==> src/rtl/inst_mem_loader_pkg.sv <==
// inst_mem_loader_pkg: state encoding and word geometry shared by the program loader.
package inst_mem_loader_pkg;
    typedef enum logic [2:0] {IDLE, RECV, WRITE, DONE, ERROR} state_t;
    localparam int WORD_BITS = 32;
    localparam int BYTES_PER_WORD = WORD_BITS / 8;
endpackage

==> src/rtl/inst_mem_loader_byte_packer.sv <==
// inst_mem_loader_byte_packer: little-endian byte-lane insert register with a 2-bit lane counter.
module inst_mem_loader_byte_packer
    import inst_mem_loader_pkg::*;
(
    input  logic                 clock,
    input  logic                 reset,
    input  logic                 clear,
    input  logic                 load_en,
    input  logic [7:0]           byte_in,
    output logic [WORD_BITS-1:0] word,
    output logic                 full
);
    logic [1:0]           r_lane;
    logic [WORD_BITS-1:0] r_word;

    always_ff @(posedge clock) begin
        if (reset) begin
            r_lane <= '0;
            r_word <= '0;
        end else if (clear) begin
            r_lane <= '0;
        end else if (load_en) begin
            r_word[{r_lane, 3'b000} +: 8] <= byte_in;
            r_lane                        <= r_lane + 2'd1;
        end
    end

    // full flags the load that completes the word, so the FSM can leave RECV on that same edge
    assign word = r_word;
    assign full = load_en && (r_lane == 2'(BYTES_PER_WORD - 1));
endmodule

==> src/rtl/inst_mem_loader.sv <==
// inst_mem_loader: packs a byte stream into words and drives the instruction-memory write port.
module inst_mem_loader
    import inst_mem_loader_pkg::*;
#(
    parameter int XLEN      = 32,
    parameter int ILEN      = 32,
    parameter int MEM_SIZE  = 1024,
    parameter int BASE_ADDR = 0
) (
    input  logic            clock,
    input  logic            reset,
    input  logic            start,
    input  logic [XLEN-1:0] length,
    input  logic [7:0]      byte_in,
    input  logic            byte_valid,
    output logic            byte_ready,
    output logic [XLEN-1:0] mem_addr,
    output logic [ILEN-1:0] mem_wdata,
    output logic            mem_write_en,
    output logic            busy,
    output logic            done,
    output logic            error
);
    localparam logic [XLEN-1:0] LIMIT = XLEN'(MEM_SIZE - BASE_ADDR);
    localparam logic [XLEN-1:0] STEP  = XLEN'(BYTES_PER_WORD);
    localparam logic [XLEN-1:0] BASE  = XLEN'(BASE_ADDR);

    state_t          r_state;
    logic            r_ready;
    logic            r_we;
    logic            r_busy;
    logic            r_done;
    logic            r_error;
    logic [XLEN-1:0] r_addr;
    logic [XLEN-1:0] r_remaining;
    logic            w_xfer;
    logic            w_full;
    logic            w_bad;
    logic [ILEN-1:0] w_word;

    assign w_xfer = byte_valid && r_ready;
    assign w_bad  = (length[1:0] != 2'b00) || (length > LIMIT);

    inst_mem_loader_byte_packer u_packer (
        .clock   (clock),
        .reset   (reset),
        .clear   (r_state == WRITE),
        .load_en (w_xfer),
        .byte_in (byte_in),
        .word    (w_word),
        .full    (w_full)
    );

    always_ff @(posedge clock) begin
        if (reset) begin
            r_state     <= IDLE;
            r_ready     <= 1'b0;
            r_we        <= 1'b0;
            r_busy      <= 1'b0;
            r_done      <= 1'b0;
            r_error     <= 1'b0;
            r_addr      <= BASE;
            r_remaining <= '0;
        end else begin
            r_we <= 1'b0;
            case (r_state)
                IDLE, DONE, ERROR: begin
                    if (start) begin
                        r_addr      <= BASE;
                        r_remaining <= length;
                        r_done      <= length == '0;
                        r_error     <= length != '0 && w_bad;
                        r_state     <= length == '0 ? DONE : (w_bad ? ERROR : RECV);
                        r_ready     <= length != '0 && !w_bad;
                        r_busy      <= length != '0 && !w_bad;
                    end
                end
                RECV: begin
                    if (w_full) begin
                        r_state <= WRITE;
                        r_ready <= 1'b0;
                        r_we    <= 1'b1;
                    end
                end
                WRITE: begin
                    r_addr      <= r_addr + STEP;
                    r_remaining <= r_remaining - STEP;
                    r_state     <= r_remaining == STEP ? DONE : RECV;
                    r_ready     <= r_remaining != STEP;
                    r_busy      <= r_remaining != STEP;
                    r_done      <= r_remaining == STEP;
                end
                default: r_state <= IDLE;
            endcase
        end
    end

    assign byte_ready   = r_ready;
    assign mem_addr     = r_addr;
    assign mem_wdata    = w_word;
    assign mem_write_en = r_we;
    assign busy         = r_busy;
    assign done         = r_done;
    assign error        = r_error;
endmodule

==> config.mk <==
export PLATFORM = sky130hd
export DESIGN_NAME = inst_mem_loader
export DESIGN_NICKNAME = d
export VERILOG_FILES = /design/src/rtl/inst_mem_loader_pkg.sv /design/src/rtl/inst_mem_loader_byte_packer.sv /design/src/rtl/inst_mem_loader.sv
export SDC_FILE = /design/constraint.sdc
export NUM_CORES = 1
export LEC_CHECK = 0
export ABC_AREA = 1
export CORE_ASPECT_RATIO = 1.1
export CORE_MARGIN = 5
export CORE_UTILIZATION = 45
export DETAILED_ROUTE_END_ITERATION = 12
export HOLD_SLACK_MARGIN = 0.08
export PLACE_DENSITY = 0.79
export SETUP_SLACK_MARGIN = 0.2
export SLEW_MARGIN = 0
export SYNTH_ARGS = -nofsm -noshare
export SYNTH_HDL_FRONTEND = slang
export SYNTH_HIERARCHICAL = 1
export SYNTH_SLANG_ARGS = --single-unit
==> constraint.sdc <==
create_clock -name clock -period 1.6 [get_ports clock]
set_input_delay 0.16 -clock clock [delete_from_list [all_inputs] [get_ports clock]]
set_output_delay 0.16 -clock clock [all_outputs]
set_load 0.03 [all_outputs]
**Word level (Yosys, flattened, before mapping)**

Index checks and enable logic that the tools add are counted.

- $add $sub $neg: 4
- $mul: 0
- Div/mod/pow operators: 0
- $lt $le $gt $ge: 1
- Eq/ne operators: 9
- Shift operators: 2
- Muxes and demuxes: 18
- Bitwise gates (word level): 2
- Reduce and logical (&&, ||, !) cells: 20

Operators by type and width:

| operator | number |
|---|---|
| $pmux 32 s2 | 2 |
| $mux 32 | 2 |
| $add 32x3->32 const B | 1 |
| $bwmux 32 | 1 |
| $eq 32x3->1 const B | 1 |
| $gt 32x11->1 const B | 1 |
| $logic_not 32->1 | 1 |
| $ne 32x3->1 const B | 1 |
| $reduce_bool 32->1 | 1 |
| $shift 8x7->32 const A | 1 |
| $shiftx 8x7->32 | 1 |
| $sub 32x3->32 const B | 1 |
| $mux 3 | 4 |
| $pmux 3 s3 | 1 |
| $reduce_and 2->1 | 4 |
| $neg 5->7 | 1 |
| $eq 3x2->1 const B | 2 |
| $logic_and 1x1->1 | 4 |
| $mux 1 | 4 |
| $pmux 1 s2 | 2 |
| $reduce_bool 2->1 | 2 |
| $reduce_or 2->1 | 2 |
| $eq 3x1->1 const B | 1 |
| $eq 3x3->1 const B | 1 |
| 13 further kinds | 14 |

- Register bits after elaboration: 106
- Latch bits: 0
- Bits in writable memories: 0
- Bits in read-only memories: 0
- Memories kept: 0

**Depth between registers and ports, before layout**

Gate-level depths: netlist of run 1.

- Depth after elaboration: 6
- Gate-level depth with buffers: 12
- Depth with buffers taken out: 11

**Modules after synthesis**

Netlist of run 1, hierarchy kept.

By module, submodules not included:

| module | times used | cells an instance | area each (µm²) | seq. area each (µm²) |
|---|---|---|---|---|
| inst_mem_loader | 1 | 737 | 4448.0 | 1401.3 |
| inst_mem_loader_byte_packer | 1 | 192 | 1503.9 | 680.7 |

**Least setup slack after synthesis of run 1**

OpenSTA, ideal clock, no wires.

- Path kind: reg-to-reg
- Start: register r_addr[2], in the netlist mem_addr[2]
- End: register r_addr[22], in the netlist mem_addr[22]
- Setup time: 116 ps
- Arrival: 1698 ps
- Setup slack: -214 ps
- Stages on the path, launching flop included: 11
- Buffers on the path: 0
- Period minus slack after synthesis: 1814 ps
- Path through: dfxtp_1 ha_1 nand2_1 inv_1 nand2_2 nor2_2 nand3_2 nor2_4 nand3_1 o21ai_0 nor2_1

- Word-level cells in the longest chain between the ends: 2

RTL lines:

| item | RTL line | RTL |
|---|---|---|
| from (decl) | inst_mem_loader.sv:34 | `logic [XLEN-1:0] r_addr;` |
| from (signal assigned) | inst_mem_loader.sv:86 | `r_addr <= r_addr + STEP;` |
| $add 32x3->32 | inst_mem_loader.sv:86 |  |
| $pmux 32 s2 | inst_mem_loader.sv:66 | `case (r_state)` |

No other way between the ends.
A chain may end at the register's enable or synchronous reset.

**Worst setup path in the final report of run 1**

- Start: register r_addr[3], in the netlist mem_addr[3]
- End: register r_addr[13], in the netlist mem_addr[13]

Same word-level chain as after synthesis.

==> results by group, run 1 <==
Outcome
  – Status: finished, violations left
  – Failing checks: negative setup slack

Yosys
  – Yosys top cell area share: 35.0%
  – Mean Syn Cell Area: 6.41 um2
  – Post-synthesis sequential area ratio: 35.0%
  – FF+latch count, synth: 104
  – Syn Inst Count: 929
  – Post-synth EDFFs: 0
  – Area of the mapped netlist: 0.00595 mm2
  – Synth async-reset ratio: 0%
  – Post-synth top cells: nand2_1 (297), nor2_1 (111), dfxtp_1 (104), inv_1 (93), a21oi_1 (68)
  – Largest cells by area after synthesis: dfxtp_1 (35%), nand2_1 (19%), nor2_1 (7.0%)
  – Synth Flop Type: dfxtp_1
  – Largest area contributor in the synthesized netlist: dfxtp_1
  – Top-count cell post-synth: nand2_1
  – Synth warn: 6
  – Cell variety after synth: 43

Critical path
  – CP Data Required Time: 1.85 ns
  – Crit path max-delay cell type: dfxtp_4
  – Worst path cell trace: buf_4 > buf_4 > nand3_2 > nor2_2 > buf_4 > nand2_2 > nor2_2 > nand2_1 > xor2_1 > nor2_1
  – Worst Reg2Reg Path Length in Cells: 10
  – Worst Path Arrival: 2.04 ns
  – Reg-to-Reg Start: mem_addr[3]
  – Flop2flop setup slack: -0.19 ns
  – Endpoint type of the worst setup path: register
  – Critical path class: reg -> reg
  – RR Endpoint: mem_addr[13]
  – CP most frequent cell: buf_4
  – Setup crit start kind: register
  – CP Max Fanout: 3
  – Slowest cell delay on critical path: 0.37 ns

Timing
  – Peak Freq: 559 MHz
  – Final worst slack: -0.188 ns
  – Slew @ Worst Pin: 0.557 ns
  – Max-slew headroom: 62.8%
  – RSZ-0062 raised after global routing: yes
  – Final Hold Violating Endpoints: 0
  – Endpoints failing setup: 15
  – Fin crit period: 1.79 ns
  – Tcrit/Tclk final: 112%
  – Pins Over Slew Limit: 0
  – Clock Skew: 0.00832 ns

Detailed routing
  – Wire per inst: 18.1 um
  – Met1 Routed Length: 8670 um
  – Pre-antenna DRT Iters: 9
  – Total number of vias: 7489
  – DRC: 0
  – DRT iter0 DRCs: 1014
  – Vias per cell: 5.78
  – Met3 WL post-DR: 2520 um
  – Met2 routed WL: 10900 um
  – Top Metal Used: met4
  – Routed Antenna Nets: 0
  – Final WL: 23500 um

Die
  – Io pins: 113
  – Core area: 0.0131 mm2
  – Die Span X: 120 um
  – Chip Height: 131 um
  – Row cnt: 44
  – Die area: 0.0156 mm2
  – Starting Density: 45.4%

Pwr
  – Pwr Density: 806 mW/mm2
  – Worst IR Drop VDD: 0.666 mV
  – Sw Share: 35.6%
  – Static leakage: 4.22 nW
  – Clock power share: 29.8%
  – Share of power burned in registers: 36.3%
  – Int Pwr: 5.05 mW
  – Comb power frac: 33.9%
  – Net switching power: 2.80 mW

Finish
  – Layout Nets: 1181
  – Seq. cell area: 0.00216 mm2
  – Fillers: 882
  – Final instance area: 0.00975 mm2
  – Area Growth Syn to Fin: 63.8%
  – Share of cells above drive strength 1: 39.9%
  – Final cell count without fillers: 1295
  – Area of the multi-input gates: 0.00444 mm2
  – ANT cells: 0

Global route
  – GR Overflow Total: 0
  – Largest net degree at the start of global routing: 80
  – First-pass GRT wire length: 30000 um
  – Vias in the first global route: 6215
  – Antenna violations before repair: 0
  – Tot GR Track Use: 23.7%

Placement
  – Port bufs: 110
  – DPL Wire Length: 12400 um
  – Area post-placement: 0.00769 mm2
  – Inst Count DP: 1225
  – Gpl congestion: 0.912

Flow run
  – Max-cap violations: 0

Hold path
  – HP Class: in -> reg
  – Worst Hold Path EP: r_remaining[3]
  – Worst hold path depth: 3
  – Hold wc startpoint: length[3]

Clocking
  – CTS H-tree lvls: 3
  – Clock latency on the worst-skew pair: 0.37 ns
  – CTS tree: done
  – Worst-path clk slew: 0.08 ns
  – CTS Buffer Depth: 2
  – Clk root buf: clkbuf_16
  – CTS Sinks: 104
  – CTS buffer count: 9
-- flip-flops by register name (all words and copies together) (netlist names) --
signal,cells
r_remaining,32
u_packer/word,32
mem_addr,30
r_state,3
u_packer/r_lane,2
busy,1
byte_ready,1
done,1
error,1
mem_write_en,1
-- through the flow --
stage                     TNS (ns)  hold slack [ns]  total power [mW]  util, %  setup slack (ns)
after floorplan                  0            0.303              3.93        -            0.0622
after global placement     -0.0215            0.451              4.47     58.7           -0.0193
after detailed placement    -0.110            0.454              4.50     58.7           -0.0729
after CTS                        0            0.311              7.17     65.3            0.0637
after global routing         -2.44            0.128              8.14     74.4            -0.220
final                       -0.549            0.108              7.85     74.4            -0.188
-- routing by layer --
| metal | vias up | GRT usage, % |
|---|---|---|
| li1 | 3395 | - |
| met1 | 3424 | 29.2 |
| met2 | 531 | 39.2 |
| met3 | 139 | 7.49 |
| met4 | 0 | 8.49 |
| met5 | - | 0 |
-- placed cells by master, fill, tap and decap left out, drive strengths merged, types with 3 or more instances in the layout --
| cell type | instances |
|---|---|
| o21bai | 3 |
| ha | 8 |
| o21ai | 26 |
| clkdlybuf4s50 | 37 |
| dlygate4sd2 | 55 |
| buf | 108 |
| dlymetal6s2s | 5 |
| clkbuf | 19 |
| a21oi | 73 |
| nand4 | 16 |
| nor3 | 22 |
| nand3 | 70 |
| dfxtp | 104 |
| inv | 104 |
| nand2 | 301 |
| a31oi | 20 |
| nor2 | 124 |
| clkinv | 3 |
| o211ai | 5 |
| a211oi | 4 |
| or2 | 4 |
| clkdlybuf4s15 | 7 |
-- worst max-delay path by stage --
stage	start	endpoint	slack (ns)	cells past startpoint
after global placement	length[29]	byte_ready	-0.02	10
after global routing	mem_addr[3]	mem_addr[13]	-0.22	10
after floorplan	mem_addr[2]	mem_addr[22]	0.06	10
final	mem_addr[3]	mem_addr[13]	-0.19	10
after detailed placement	length[29]	byte_ready	-0.07	10
after CTS	mem_addr[3]	mem_addr[26]	0.06	11
-- what timing repair did --
action / CTS / global route
endpoints found under the hold margin: 0 / 0
cloned: 4 / 3
setup buffers: 28 / 19
gates resized for setup: 163 / 298
endpoints found under the setup margin: 158 / 111
pin swaps: 42 / 96
hold buffers: 0 / 0
-- worst max-delay path, delay by kind of cell, from the launching register on --
family,cells,cell delay (ns)
and+or+nand+nor,6,0.70
buffers and inverters,3,0.38
xor gates and xnor gates,1,0.20
DFF,1,0.37
-- cells by family (layout without fill, tap and decap cells) --
logic type      after synthesis  count (layout)  share of synthesized area (%)
simple gates                541             541                           39.9
compound gates              137             137                           13.3
buf+inv                     134             338                           9.50
flops                       104             104                           35.0
fa+ha+maj                     8               8                           1.68
xor+xnor                      4               4                          0.589
other cells                   1               2                         0.0630
-- power by group through the flow --
stage / logic (mW) / clock network [mW] / registers [mW]
after global routing: 2.81 / 2.47 / 2.86
after CTS: 2.01 / 2.35 / 2.81
after detailed placement: 1.64 / 0 / 2.86
after floorplan: 1.06 / 0 / 2.87
after global placement: 1.61 / 0 / 2.86
final: 2.66 / 2.34 / 2.85
-- layout make-up --
type,count,share of cell area [%]
flip-flops and latches,104,22.2
clock buffers,11,2.71
repair buffers,220,22.7
multi-input cells,692,45.6
well taps,161,2.07
inverters,102,4.31
clock inverters,5,0.449
No activity file was read; power rests on OpenSTA's default activity.
==> run 2: changes to the inputs <==
ABC_CLOCK_PERIOD_IN_PS = 1600   (was default)
==> results of run 2 <==
The final DEF is identical to that of run 1; final timing and power are the same.
